`src/rtl/layer_out_reader_if.sv`:
```
// Result stream from layer_out_reader to the downstream consumer:
// buffered node words under a valid/ready handshake, plus the argmax class.
interface layer_out_reader_if #(
    parameter int IDX_W = 4
);
    logic             out_valid;
    logic             out_ready;
    logic [15:0]      out_data;
    logic [IDX_W-1:0] out_index;
    logic             out_last;
    logic             class_valid;
    logic [IDX_W-1:0] class_id;

    modport master (
        output out_valid, out_data, out_index, out_last, class_valid, class_id,
        input  out_ready
    );

    modport slave (
        input  out_valid, out_data, out_index, out_last, class_valid, class_id,
        output out_ready
    );
endinterface

```
`src/rtl/layer_out_reader.sv`:
```
// Snapshots the last layer's node outputs after the pipeline latency, streams
// them out one word per handshake and reports the argmax node index.
module layer_out_reader #(
    parameter int NUM_NODES = 4,
    parameter int LATENCY   = 3,
    parameter int IDX_W     = 4
) (
    input  logic                   clk,
    input  logic                   reset,
    input  logic                   start,
    input  logic [16*NUM_NODES-1:0] n_bus,
    output logic                   busy,
    layer_out_reader_if.master     res
);
    localparam int CNT_W = (LATENCY > 1) ? $clog2(LATENCY) : 1;
    localparam logic [IDX_W-1:0] LAST_IDX = IDX_W'(NUM_NODES - 1);

    typedef enum logic [1:0] {S_IDLE, S_WAIT, S_SEND, S_DONE} state_t;

    state_t           state;
    logic [CNT_W-1:0] cnt;
    logic [15:0]      node_buf [NUM_NODES];
    logic [IDX_W-1:0] idx;
    logic [IDX_W-1:0] idx_next;
    logic [15:0]      best_val;
    logic [IDX_W-1:0] best_idx;
    logic             xfer;
    logic             better;

    // out_data always mirrors node_buf[idx] in SEND, so compare against it.
    always_comb begin
        xfer     = res.out_valid && res.out_ready;
        idx_next = idx + IDX_W'(1);
        better   = res.out_data > best_val;
    end

    always_ff @(posedge clk) begin
        if (reset) begin
            state           <= S_IDLE;
            cnt             <= '0;
            idx             <= '0;
            best_val        <= '0;
            best_idx        <= '0;
            busy            <= 1'b0;
            res.out_valid   <= 1'b0;
            res.out_data    <= '0;
            res.out_index   <= '0;
            res.out_last    <= 1'b0;
            res.class_valid <= 1'b0;
            res.class_id    <= '0;
            // NOTE: the snapshot buffer is cleared explicitly so a frame aborted by
            // reset never leaves stale node values behind.
            for (int i = 0; i < NUM_NODES; i++) node_buf[i] <= '0;
        end else begin
            // NOTE: non-blocking assignments throughout, so every branch sees the
            // pre-edge values of idx, best_val and the outputs.
            res.class_valid <= 1'b0;
            case (state)
                S_IDLE: begin
                    if (start) begin
                        cnt   <= CNT_W'(LATENCY - 1);
                        busy  <= 1'b1;
                        state <= S_WAIT;
                    end
                end
                S_WAIT: begin
                    if (cnt != '0) begin
                        cnt <= cnt - CNT_W'(1);
                    end else begin
                        for (int i = 0; i < NUM_NODES; i++) node_buf[i] <= n_bus[16*i +: 16];
                        idx           <= '0;
                        best_val      <= '0;
                        best_idx      <= '0;
                        res.out_valid <= 1'b1;
                        res.out_data  <= n_bus[15:0];
                        res.out_index <= '0;
                        res.out_last  <= 1'b0;
                        state         <= S_SEND;
                    end
                end
                S_SEND: begin
                    if (xfer) begin
                        if (better) begin
                            best_val <= res.out_data;
                            best_idx <= idx;
                        end
                        if (res.out_last) begin
                            // Final argmax must include the word transferring right now.
                            res.out_valid   <= 1'b0;
                            res.out_last    <= 1'b0;
                            res.class_valid <= 1'b1;
                            res.class_id    <= better ? idx : best_idx;
                            state           <= S_DONE;
                        end else begin
                            idx           <= idx_next;
                            res.out_data  <= node_buf[idx_next];
                            res.out_index <= idx_next;
                            res.out_last  <= (idx_next == LAST_IDX);
                        end
                    end
                end
                S_DONE: begin
                    busy  <= 1'b0;
                    state <= S_IDLE;
                end
                default: state <= S_IDLE;
            endcase
        end
    end
endmodule

```
`src/flat_wrapper.sv`:
```
// flat-port wrapper written by rule: the top's interface ports become plain ports
module layer_out_reader_flat 
#(
    parameter int NUM_NODES = 4,
    parameter int LATENCY   = 3,
    parameter int IDX_W     = 4
)
  (clk, reset, start, n_bus, busy, res_out_valid, res_out_data, res_out_index, res_out_last, res_class_valid, res_class_id, res_out_ready);
  layer_out_reader_if #(.IDX_W(IDX_W)) res_i ();
  input  logic clk;
  input  logic reset;
  input  logic start;
  input  logic [16*NUM_NODES-1:0] n_bus;
  output logic busy;
  output wire logic [$bits(res_i.out_valid)-1:0] res_out_valid;
  output wire logic [$bits(res_i.out_data)-1:0] res_out_data;
  output wire logic [$bits(res_i.out_index)-1:0] res_out_index;
  output wire logic [$bits(res_i.out_last)-1:0] res_out_last;
  output wire logic [$bits(res_i.class_valid)-1:0] res_class_valid;
  output wire logic [$bits(res_i.class_id)-1:0] res_class_id;
  input wire logic [$bits(res_i.out_ready)-1:0] res_out_ready;
  assign res_out_valid = res_i.out_valid;
  assign res_out_data = res_i.out_data;
  assign res_out_index = res_i.out_index;
  assign res_out_last = res_i.out_last;
  assign res_class_valid = res_i.class_valid;
  assign res_class_id = res_i.class_id;
  assign res_i.out_ready = res_out_ready;
  layer_out_reader #(.NUM_NODES(NUM_NODES), .LATENCY(LATENCY), .IDX_W(IDX_W)) u_core (.clk(clk), .reset(reset), .start(start), .n_bus(n_bus), .busy(busy), .res(res_i));
endmodule
```
`config.mk`:
```
export PLATFORM = sky130hd
export DESIGN_NAME = layer_out_reader_flat
export DESIGN_NICKNAME = d
export VERILOG_FILES = /design/src/rtl/layer_out_reader_if.sv /design/src/rtl/layer_out_reader.sv /design/src/flat_wrapper.sv
export SDC_FILE = /design/constraint.sdc
export NUM_CORES = 1
export LEC_CHECK = 0
export BUFFER_PORTS_ARGS = -buffer_cell sky130_fd_sc_hd__buf_2
export CORE_ASPECT_RATIO = 0.75
export CORE_MARGIN = 5
export CORE_UTILIZATION = 53
export CTS_BUF_LIST = sky130_fd_sc_hd__clkbuf_8
export DETAILED_ROUTE_END_ITERATION = 7
export GPL_TIMING_DRIVEN = 0
export MAX_ROUTING_LAYER = met4
export PLACE_DENSITY_LB_ADDON = 0.3
export SLEW_MARGIN = 20
export SYNTH_ARGS = -nofsm -noshare
export SYNTH_HDL_FRONTEND = slang
export SYNTH_SLANG_ARGS = --single-unit
```
`constraint.sdc`:
```
create_clock -name clk -period 2.5 [get_ports clk]
set_input_delay 0.125 -clock clk [delete_from_list [all_inputs] [get_ports clk]]
set_output_delay 0.125 -clock clk [all_outputs]
set_load 0.03 [all_outputs]
```
* Word-level counts from Yosys, hierarchy flattened
Memory sizes are Yosys's and may differ from the RTL's.
Cells that the tools add are included.
** Operators by class
- Bitwise logic cells :: 6
- Order comparisons :: 1
- Equal/unequal tests :: 11
- Reduce and logical (&&, ||, !) cells :: 15
- Mux-type cells :: 44
- $add $sub $neg :: 2
** Operator list (count)
- 2-to-1 mux 16 bit :: 10
- one-hot mux 16 bit (2 select lines) :: 2
- 2-to-1 mux 4 bit :: 5
- greater-than comparator 16 bit :: 1
- one-hot mux 4 bit (2 select lines) :: 2
- AND reduction 4 bit :: 4
- 2-to-1 mux 1 bit :: 14
- 2-to-1 mux 2 bit :: 6
- AND reduction 3 bit :: 3
- inequality test 2 x 1 -> 1 bit (second input constant) :: 4
- one-hot mux 2 bit (4 select lines) :: 1
- nonzero test 2 bit :: 4
- inequality test 2 bit (second input constant) :: 3
- one-hot mux 1 bit (2 select lines) :: 3
- adder 4 x 1 -> 4 bit (second input constant) :: 1
- equality test 2 bit (second input constant) :: 2
- equality test 4 x 2 -> 1 bit (second input constant) :: 1
- bitwise OR 1 bit :: 4
- one-hot mux 2 bit (2 select lines) :: 1
- OR reduction 3 bit :: 1
- equality test 2 x 1 -> 1 bit (second input constant) :: 1
- logical NOT 2 bit :: 1
- inverter 1 bit :: 2
- AND reduction 2 bit :: 1
- other kinds (2) :: 2
** Word-level totals
- RAM bits :: 64
- Register bits after elaboration :: 52
- Word-level logic and storage cells :: 91
- Memories :: 1
- Input bits :: 68
- Output and inout bits :: 28
** Memories
- u_core.node_buf :: depth 4, bits a word 16, rd ports 1, clocked after memory_dff 0, wr ports 4, RTL line layer_out_reader.sv:22 : logic [15:0] node_buf [NUM_NODES];

* Depth between registers and ports, before layout
Gate-level depths: netlist of run 1.
- Depth after elaboration :: 6
- Gate-level depth with buffers :: 10
- Depth with buffers taken out :: 8

* Least setup slack after synthesis of run 1
OpenSTA, ideal clock, no wires.
- Path kind :: reg-to-reg
- Start :: register u_core.idx[0]
- End :: register u_core.res.out_data[10]
- Setup time :: 0.138 ns
- Path slack :: -0.162 ns
- Clock period less this slack :: 2.662 ns
- Arrival time :: 2.524 ns
- Buffers on the path :: 3
- Stages on the path, launching flop included :: 9
- Data required time :: 2.362 ns
- Cell sequence :: dfxtp_1 -> buf_1 -> inv_1 -> ha_1 -> clkbuf_1 -> buf_1 -> mux4_2 -> mux2i_1 -> a211oi_1
** On the way
- Cells in the longest elaborated chain, start to end :: 5
** RTL lines
- start, declared :: RTL line layer_out_reader.sv:23 : logic [IDX_W-1:0] idx;
- start signal, assigned :: RTL line layer_out_reader.sv:95 : idx <= idx_next;
- adder 4 x 1 -> 4 bit :: RTL line layer_out_reader.sv:33 : idx_next = idx + IDX_W'(1);
- memory (4 x 16 bit)
- 2-to-1 mux 16 bit :: RTL line layer_out_reader.sv:87 : if (res.out_last) begin
- 2-to-1 mux 16 bit :: RTL line layer_out_reader.sv:82 : if (xfer) begin
- one-hot mux 16 bit (2 select lines) :: RTL line layer_out_reader.sv:58 : case (state)
- end signal, assigned :: RTL line layer_out_reader.sv:75 : res.out_data <= n_bus[15:0];
- end signal, assigned :: RTL line layer_out_reader.sv:96 : res.out_data <= node_buf[idx_next];
- end, declared :: RTL line layer_out_reader_if.sv:15 : output out_valid, out_data, out_index, out_last, class_valid, class_id,
Every way passes these cells. The select of a mux whose other input is x is not followed.
A chain may end at the register's enable or synchronous reset.

* Worst setup path in the final report of run 1
- Start :: register u_core.res.out_data[14]
- End :: register u_core.best_val[12]
** On the way
- Cells in the longest elaborated chain, start to end :: 3
** RTL lines
- greater-than comparator 16 bit :: RTL line layer_out_reader.sv:34 : better = res.out_data > best_val;
- inequality test 2 x 1 -> 1 bit (no source line)
- AND reduction 4 bit (no source line)
- end signal, assigned :: RTL line layer_out_reader.sv:84 : best_val <= res.out_data;
- end, declared :: RTL line layer_out_reader.sv:25 : logic [15:0] best_val;
Every way passes these cells.

==> results of run 1 <==
## worst max-delay path: cells and delay by family, from the launching register on
family,cells,cell delay [ns]
adder cells (fa/ha/maj),1,0.36
buffers and inverters,2,0.34
AO/OA/AOI/OAI,3,0.53
flip-flops,1,0.37
AND/OR/NAND/NOR,3,0.63
## layout make-up
type                    count  area (um^2)  share of cell area, %
well taps                 136        170.2                  2.342
flip-flops and latches    116         2964                  40.79
repair buffers            154         1079                  14.84
clock inverters            15        152.6                  2.101
inverters                  21        78.83                  1.085
multi-input cells         300         2451                  33.73
clock buffers              17        234.0                  3.220
plain buffers              27        137.6                  1.894
## sequential cells by signal (all words and copies together), names as in the netlist, 2 cells and up
register / cells
u_core.node_buf: 64
u_core.res.class_id: 4
u_core.idx: 4
u_core.cnt: 2
u_core.state: 2
u_core.best_val: 16
u_core.res.out_data: 16
u_core.best_idx: 4
## where the power goes
part           total, mW  leakage, nW  switching [mW]  internal, mW
Combinational       3.15         1.56            1.86          1.29
Clock               1.72        0.212           0.757         0.961
Sequential          2.73         1.10           0.230          2.50
## per-layer routing
metal / share of wire, % / wire (um)
met1: 45 / 6150
met2: 47 / 6539
met3: 6.4 / 889
met4: 1.5 / 204
met5: 0 / 0
## layout by cell type, fill, tap and decap left out, drive strengths merged, types with 2 or more instances in the layout
master         n
inv           24
nand4          8
o21ai          5
edfxtp        64
nand2         16
a31oi          4
mux2i         22
nor3           4
xnor2          2
ha            23
clkbuf        35
a211oi        20
nand2b        19
clkinv         8
mux4          16
dlygate4sd3   58
a21oi         15
buf          105
nor2b          4
o32ai         16
nor2          37
nor3b          2
bufinv         3
and2          66
dfxtp         52
nand3          8
## cells by family (layout without fill, tap and decap cells)
logic type	after synthesis	in the layout	share of synthesized area, %
AO/OA/AOI/OAI	71	71	11.20
multiplexers	38	38	10.35
XOR/XNOR	2	2	0.3124
flip-flops	116	116	52.83
adder cells (fa/ha/maj)	23	23	5.132
buffers and inverters	49	234	3.793
AND/OR/NAND/NOR	166	166	16.38
## path summary, 6_finish.rpt
check	from	end	slack, ns	cells after the start
setup / recovery	u_core.res.out_data[14]$_SDFFE_PP0P_	u_core.best_val[12]$_SDFFE_PP0P_	0.16	9
hold / removal	n_bus[11]	u_core.node_buf[0][11]$_SDFFCE_PN0P_	0.01	2
setup reg to reg	u_core.res.out_data[14]$_SDFFE_PP0P_	u_core.best_val[12]$_SDFFE_PP0P_	0.16	9
hold reg to reg	u_core.busy$_SDFFE_PP0P_	u_core.busy$_SDFFE_PP0P_	0.48	2
## through the flow
step | setup slack [ns] | hold slack [ns] | setup TNS (ns)
finish | 0.1593 | 0.01495 | 0
global route | 0.02073 | 0.0007007 | 0
CTS | 0.03619 | 0.001992 | 0
detailed placement | -0.3296 | 0.4031 | -2.536
global placement | -0.2896 | 0.4009 | -2.125
floorplan | 0.1213 | 0.2923 | 0
## repair_timing
| item | in CTS | in global routing |
|---|---|---|
| hold endpoints to repair | 56 | 2 |
| pin swaps | 0 | 2 |
| endpoints found under the setup margin | 10 | 19 |
| hold buffers | 56 | 2 |
| resized for setup | 2 | 3 |
| buffers inserted | 0 | 1 |
==> impl_results.md, run 1 <==
- Top_reg_cell synth: edfxtp_1
- Worst VDD drop: 0.5187 mV
- Clock Pin Slew Worst Setup and Hold Paths: 0.07 ns
- Final Cycle Share: 93.63%
- # port buffers: 94
- Ports: 96
- First DRT Iteration DRCs: about 340
- Global route overflow: 0
- Grt met1 use: 30.15%
- Unrepaired setup endpoints after global routing: no
- Mapped cell area: 5608 um^2
- YS warnings: 0
- Slowest library cell on the worst path: dfxtp_1
- Routed WL: 13780 um
- Cell Chain, Critical Path: ha_1, nand4_2, nor4_4, a21boi_4, o31a_2, buf_6, nand3_4, buf_6, o32ai_2
- Tot GR Track Use: 23.11%
- Non-filler cells, final: 786
- Detailed-route via count: 4229
- Initial DRT Pass Iterations: 4
- Leakage power: 2.870 nW
- Slew @ Worst Pin: 0.8444 ns
- Area share of the leading cell type in the synthesized netlist: 34.27%
- Initial antenna violation count: 0
- H-tree levels: 4
- Layout Nets: around 730
- Final max-slew violation count: 0
- CTS Buffer Depth: 2
- Area Overhead vs Synth: 29.59%
- Max-Cap Viols: 0
- CP Data Required Time: 2.83 ns
- Final estimated routing congestion in global placement: 0.8578
- CTS Buf Count: 17
- Die width: between 100 and 150 um
- Final core occ: 70.35%
- Most numerous cell in the Yosys netlist: and2_1
- Die H: about 99 um
- Hold Crit Class: input pin to flip-flop
- Post-synthesis async set-or-reset flop share: 0%
- FMAX: 427.2 MHz
- Share of cells above drive strength 1: 26.77%
- CTS Sinks: 116
- Sequential share of the synthesized area: 52.83%
- ANT nets after route: 0
- PD cells: 1045 nW/um^2
- Startpoint Class: flip-flop
- Grt met3 use: 5.905%
- CTS tree: yes
- Max-slew headroom: 43.50%
- Clock Skews: 0.02205 ns
- Drt drc: 0
- Synthesized Nets: 556
- Area leader, netlist: edfxtp_1
- Vias in the first global route: 4413
- CP peak stage delay: about 0.37 ns
- Hpwl dp: approximately 9300 um
- # diodes: 0
- GRT busiest layer: met2
- Synth Instances: 465
- Area contributors post-synth: edfxtp_1 (34%), dfxtp_1 (19%), and2_1 (7.4%), mux4_2 (6.4%), ha_1 (5.1%)
- Crit end category: flip-flop
- Post-layout min period: 2.341 ns
- Number of synthesized flops with an enable pin: 64
- Post-Place Cells: 696
- Initial Util: 54.29%
- Root Driver: clkbuf_8
- Tot Pwr: 7.593 mW
- Mean Syn Cell Area: 12.06 um^2
- FILL cells: 711
- Site Rows: 32
- Via density: about 5.4
- Endpoints failing setup: 0
- Pin count of the biggest net entering global routing: 47
- Final hold vios: 0
- Distinct cells, synth: 43
- Post-synth top cells: and2_1 (66), edfxtp_1 (64), dfxtp_1 (52)
- Final non-filler cell area: 7267 um^2
- Status: finished clean
- WL/cell: 17.54 um
- Crit path max fanout: 10
- Met2 usage: between 30% and 40%
- Crit-path most repeated cell: buf_6
- Skew-Pair Late Insertion Delay: 0.44 ns
- Worst Path Class, Setup: flip-flop to flip-flop
- WP data arrival: 2.67 ns
- Core Area: 10330 um^2
- Synth Register Bits: 116
- Placed Instance Area: 6279 um^2
- First-pass GRT wire length: 22090 um
- Total Die Area: between 10000 and 15000 um^2
(Power assumes the default switching activity.)
==> run 2: changes to the inputs <==
Settings changed: PLACE_DENSITY set to 0.79, PLACE_DENSITY_LB_ADDON 0.3 to not set.
==> impl_results.md, run 2 (same netlist as run 1, synthesis figures left out) <==
- FF-to-FF path depth: 9
- Flop2flop setup slack: about 0.16 ns
- WL/cell: about 18 um
- Post-route setup TNS: 0 ns
- PD cells: 1013 nW/um^2
- Final max-slew violation count: 0
- Multi-input logic area: 2442 um^2
- Commonest non-fill, non-tap cell in the layout: buf_2
- FF-to-FF End: u_core.best_val[9]$_SDFFE_PP0P_
- Final setup margin: 0.1633 ns
- Max-Cap Viols: 0
- # port buffers: 94
- Crit-path most repeated cell: buf_6
- Crit path max fanout: 10
- H-tree levels: 4
- Storage element area: 2964 um^2
- Via density: roughly 5.4
- CP Data Required Time: around 2.8 ns
- Initial antenna violation count: 0
- Crit end category: flip-flop
- Cell Chain, Critical Path: ha_1, nand4_2, nor4_2, nand4_1, o31a_2, buf_6, nand3_4, buf_6, o32ai_2
- Most flop-heavy register: u_core.node_buf
- Status: finished clean
- Clock Pin Slew Worst Setup and Hold Paths: 0.06 ns
- Final Cycle Share: 93.47%
- Drt drc: 0
- CTS Buf Count: 17
- Die width: between 100 and 150 um
- Global route overflow: 0
- Die H: 99.08 um
- ANT nets after route: 0
- Total Die Area: 12760 um^2
- Tot GR Track Use: 23.85%
- Worst VDD drop: 0.6146 mV
- # diodes: 0
- Unrepaired setup endpoints after global routing: no
- Worst Path Class, Setup: flip-flop to flip-flop
- Initial DRT Pass Iterations: 5
- Initial Util: 54.29%
- Hpwl dp: between 9000 and 10000 um
- Startpoint Class: flip-flop
- Dpl ws: -0.3147 ns
- Leading registers by flop count: u_core.node_buf x64, u_core.best_val x16, u_core.res.out_data x16
- Most frequent cells in the layout: buf_2 (99), and2_1 (66), dlygate4sd3_1 (64), edfxtp_1 (64), dfxtp_1 (51)
- WP data arrival: 2.63 ns
- Vias in the first global route: 4419
- Final estimated routing congestion in global placement: between 0.8 and 0.9
- Worst R2R Start: u_core.res.out_data[14]$_SDFFE_PP0P_
- Endpoints failing setup: 0
- CTS tree: yes
- Leakage power: ~2.9 nW
- Ports: 96
- Detailed-route via count: approximately 4300
- Max FFs per register: 64
- Layout Nets: 738
- CTS Sinks: 116
- CP peak stage delay: about 0.37 ns
- Setup crit end: u_core.best_val[9]$_SDFFE_PP0P_
- Hold Crit Class: input pin to flip-flop
- Slowest library cell on the worst path: dfxtp_1
- Max-slew headroom: 48.41%
- Root Driver: clkbuf_8
- Clock Skews: 0.01540 ns
- Routed WL: 14190 um
- Post-layout min period: 2.337 ns
- Area Overhead vs Synth: 29.65%
- First DRT Iteration DRCs: 304
- Site Rows: 32
- Skew-Pair Late Insertion Delay: 0.45 ns
- FILL cells: 719
- Core Area: 10330 um^2
- FMAX: 428.0 MHz
- Slew @ Worst Pin: approximately 0.77 ns
- First-pass GRT wire length: approximately 23000 um
- Share of cells above drive strength 1: between 20% and 30%
- Final hold vios: 0
- Crit path from: u_core.res.out_data[14]$_SDFFE_PP0P_
- Pin count of the biggest net entering global routing: 42
- CTS Buffer Depth: 2
run 2: changes by cell type in the layout (fill, tap and decap cells not counted), moves of 2 or more:
cell | previous run | this run
buf_4 | 2 | 7
bufinv_16 | 3 | 0
clkinv_1 | 0 | 3
clkinv_2 | 7 | 5
clkinvlp_4 | 1 | 3
dlygate4sd3_1 | 58 | 64
run 2: repair_timing:
item / in CTS / in global routing
gates cloned: 0 / 0
setup endpoints to repair: 9 / 12
gates resized for setup: 2 / 2
hold endpoints to repair: 64 / 0
hold buffers: 64 / 0
pin swaps: 0 / 2
setup buffers: 0 / 5
run 2: metrics by stage:
step           instance area, um^2  utilization [%]  hold slack [ns]  power (mW)  cells
6_report                      7271            70.39          0.01071       7.365    795
5_1_grt                       7271            70.39         0.009672       7.783    795
4_1_cts                       7229            69.99        0.0004460       7.174    790
3_5_place_dp                  6279            60.78           0.4039       5.716    696
3_3_place_gp                  6254            60.54           0.4010       5.578    695
2_1_floorplan                 5613                -           0.2923       4.958    465
run 2: critical path, delay by kind of cell (launching register included):
family	cells	cell delay [ns]
simple gates	4	0.85
fa+ha+maj	1	0.35
flops	1	0.37
buf+inv	2	0.33
compound gates	2	0.28
run 2: power breakdown:
part	total [mW]	leakage, nW	internal [mW]	switching [mW]
Clock	1.39	0.162	0.648	0.746
Sequential	2.73	1.10	2.50	0.230
Combinational	3.24	1.61	1.38	1.86
Total	7.37	2.86	4.53	2.84
run 2: metal layers:
layer,track usage (%),share of wire (%),wire length [um],up-vias
li1,-,-,-,2059
met1,30.32,42,6029,2048
met2,37.58,48,6787,165
met3,5.742,7.5,1060,29
met4,8.152,2.2,316,0
met5,-,0,0,-
run 2: cell type report:
class | count | area share (%)
timing repair buffer | 164 | 16.07
sequential | 116 | 40.77
tap | 136 | 2.340
clock inverter | 14 | 1.033
multi-input combinational | 300 | 33.59
buffer | 27 | 1.893
inverter | 21 | 1.084
clock buffer | 17 | 3.218
run 2: worst min path at each step:
stage	cells past startpoint	from	to
floorplan	2	res_out_ready	u_core.res.class_valid$_SDFF_PP0_
global placement	2	n_bus[53]	u_core.node_buf[3][5]$_SDFFCE_PN0P_
detailed placement	2	n_bus[57]	u_core.node_buf[3][9]$_SDFFCE_PN0P_
CTS	2	n_bus[14]	u_core.node_buf[0][14]$_SDFFCE_PN0P_
global route	2	n_bus[14]	u_core.node_buf[0][14]$_SDFFCE_PN0P_
finish	2	n_bus[14]	u_core.node_buf[0][14]$_SDFFCE_PN0P_
==> run 3: changes to the inputs <==
Settings changed: CORE_UTILIZATION 53 to 58, PLACE_DENSITY 0.79 to 0.82, SLEW_MARGIN 20 to 10.
Clock period 2.5 ns to 2.2 ns, I/O delays scaled along.
==> impl_results.md, run 3 (same netlist as run 1, synthesis figures left out) <==
- Status: finished with violations
- Failing checks: negative setup slack
- Tot Pwr: 9.812 mW
- Crit path max fanout: 10
- CTS Sinks: between 100 and 150
- FF-to-FF End: u_core.best_val[13]$_SDFFE_PP0P_
- Initial Util: 58.77%
- FF-to-FF path depth: 10
- Most flop-heavy register: u_core.node_buf
- Global route overflow: 0
- Area Overhead vs Synth: 38.00%
- Slew @ Worst Pin: 0.8395 ns
- Final Cycle Share: 104.9%
- Hold Startpoint: n_bus[17]
- Max FFs per register: 64
- Ports: 96
- Via density: 5.668
- Tot GR Track Use: a little under a third
- Non-filler cells, final: 798
- CTS Buf Count: 17
- Flop2flop setup slack: -0.11 ns
- Worst R2R Start: u_core.best_val[1]$_SDFFE_PP0P_
- WL/cell: 20.45 um
- Drt drc: 0
- Final estimated routing congestion in global placement: approximately 0.86
- Post-Place Cells: 691
- Endpoints failing setup: 21
- WHS Endpoint: u_core.node_buf[1][1]$_SDFFCE_PN0P_
- Startpoint Class: flip-flop
- Max-Cap Viols: 0
- FILL cells: about 510
- Vias in the first global route: 4742
- Slowest library cell on the worst path: o31ai_4
- Pin count of the biggest net entering global routing: 65
- Final max-slew violation count: 0
- Clock Pin Slew Worst Setup and Hold Paths: 0.08 ns
- # diodes: 0
- Max-slew headroom: 44.04%
- Post-layout min period: around 2.3 ns
- Placed Instance Area: approximately 6300 um^2
- Site Rows: 31
- ANT nets after route: 0
- Share of cells above drive strength 1: 34.83%
- Initial antenna violation count: 0
- Post-route setup TNS: -1.116 ns
- CP peak stage delay: 0.39 ns
- Clock Skews: 0.008146 ns
- Leakage power: 3.023 nW
- Worst Path Class, Setup: flip-flop to flip-flop
- Hold Path Cell Cnt: 2
- CTS Buffer Depth: 2
- Total Die Area: around 12000 um^2
- H-tree levels: 4
- Detailed-route via count: around 4500
- FMAX: 433.5 MHz
- First DRT Iteration DRCs: 372
- Leading registers by flop count: u_core.node_buf x64, u_core.best_val x16, u_core.res.out_data x16
- Cell Chain, Critical Path: inv_1, ha_1, nor2b_1, o21ai_2, a21boi_4, buf_4, o31ai_4, a21oi_4, buf_8, o32ai_2
- Unrepaired setup endpoints after global routing: yes
- Hold Crit Class: input pin to flip-flop
- Commonest non-fill, non-tap cell in the layout: buf_2
- Crit end category: flip-flop
- Die width: about 120 um
- Worst VDD drop: ~0.96 mV
- # port buffers: between 90 and 100
- CTS tree: yes
- Root Driver: clkbuf_8
- Final hold vios: 0
- CP Data Required Time: 2.54 ns
- Layout Nets: 744
- Most frequent cells in the layout: buf_2 (96), and2_1 (66), edfxtp_1 (64), dlygate4sd3_1 (61)
- Multi-input logic area: between 2000 and 3000 um^2
- Die H: 95.16 um
- Core Area: ~9500 um^2
- First-pass GRT wire length: about 25000 um
- WP data arrival: around 2.7 ns
- Final core occ: 81.10%
- Initial DRT Pass Iterations: 4
- Routed WL: 16320 um
- Storage element area: 2990 um^2
- PD cells: approximately 1300 nW/um^2
- Final setup margin: -0.1070 ns
- Skew-Pair Late Insertion Delay: about 0.45 ns
- Hpwl dp: ~9400 um
- Final non-filler cell area: around 7700 um^2
-- run 3: per-layer routing --
layer	GRT usage (%)	up-vias	share of wire [%]
met1	36.29	2192	41
met2	49.34	211	50
li1	-	2076	-
met3	7.295	44	6.5
met4	13.00	0	3.2
met5	-	-	0
-- run 3: cell type report --
cell class,count,share of cell area [%]
Sequential cell,116,38.64
Multi-Input combinational cell,300,34.15
Timing Repair Buffer,170,16.04
Clock buffer,17,3.023
Clock inverter,15,2.749
Buffer,27,2.247
Tap cell,132,2.134
Inverter,21,1.019
-- run 3: repair_timing --
item / in CTS / in global routing
setup endpoints to repair: 57 / 66
cloned: 1 / 0
endpoints found under the hold margin: 61 / 0
gates resized for setup: 36 / 41
pin swaps: 10 / 6
buffers inserted: 10 / 4
hold buffers: 61 / 0
-- run 3: how the worst max path moves through the flow --
stage | slack (ns) | cells after the start | end | startpoint
finish | -0.11 | 10 | u_core.best_val[13]$_SDFFE_PP0P_ | u_core.best_val[1]$_SDFFE_PP0P_
detailed placement | -0.34 | 8 | u_core.res.out_data[6]$_SDFFE_PP0P_ | u_core.idx[0]$_SDFFE_PP0P_
CTS | -0.01 | 9 | u_core.best_val[3]$_SDFFE_PP0P_ | u_core.res.out_data[15]$_SDFFE_PP0P_
global route | -0.15 | 10 | u_core.best_val[13]$_SDFFE_PP0P_ | u_core.best_val[13]$_SDFFE_PP0P_
floorplan | 0.004 | 8 | u_core.best_val[10]$_SDFFE_PP0P_ | u_core.res.out_data[14]$_SDFFE_PP0P_
global placement | -0.25 | 8 | u_core.res.out_data[3]$_SDFFE_PP0P_ | u_core.idx[0]$_SDFFE_PP0P_
-- run 3: worst max-delay path, delay by kind of cell, from the launching register on --
| family | cells | cell delay (ns) |
|---|---|---|
| and+or+nand+nor | 1 | 0.16 |
| buffers and inverters | 3 | 0.39 |
| DFF | 1 | 0.32 |
| adders and majority gates | 1 | 0.30 |
| AOI/OAI and AO/OA | 5 | 1.04 |
-- run 3: where the power goes --
part	switching [mW]	total (mW)	leakage [nW]	internal, mW
sequential	0.298	3.17	1.10	2.87
clock	0.920	2.26	0.221	1.34
combinational	2.46	4.39	1.70	1.93
total	3.68	9.81	3.02	6.13
-- run 3: stage by stage --
| step | setup slack [ns] | hold WS, ns |
|---|---|---|
| 4_1_cts | -0.01381 | 0.0008236 |
| 3_3_place_gp | -0.2456 | 0.3861 |
| 6_report | -0.1070 | 0.003763 |
| 5_1_grt | -0.1528 | 0.009096 |
| 3_5_place_dp | -0.3355 | 0.3913 |
| 2_1_floorplan | 0.003857 | 0.2773 |
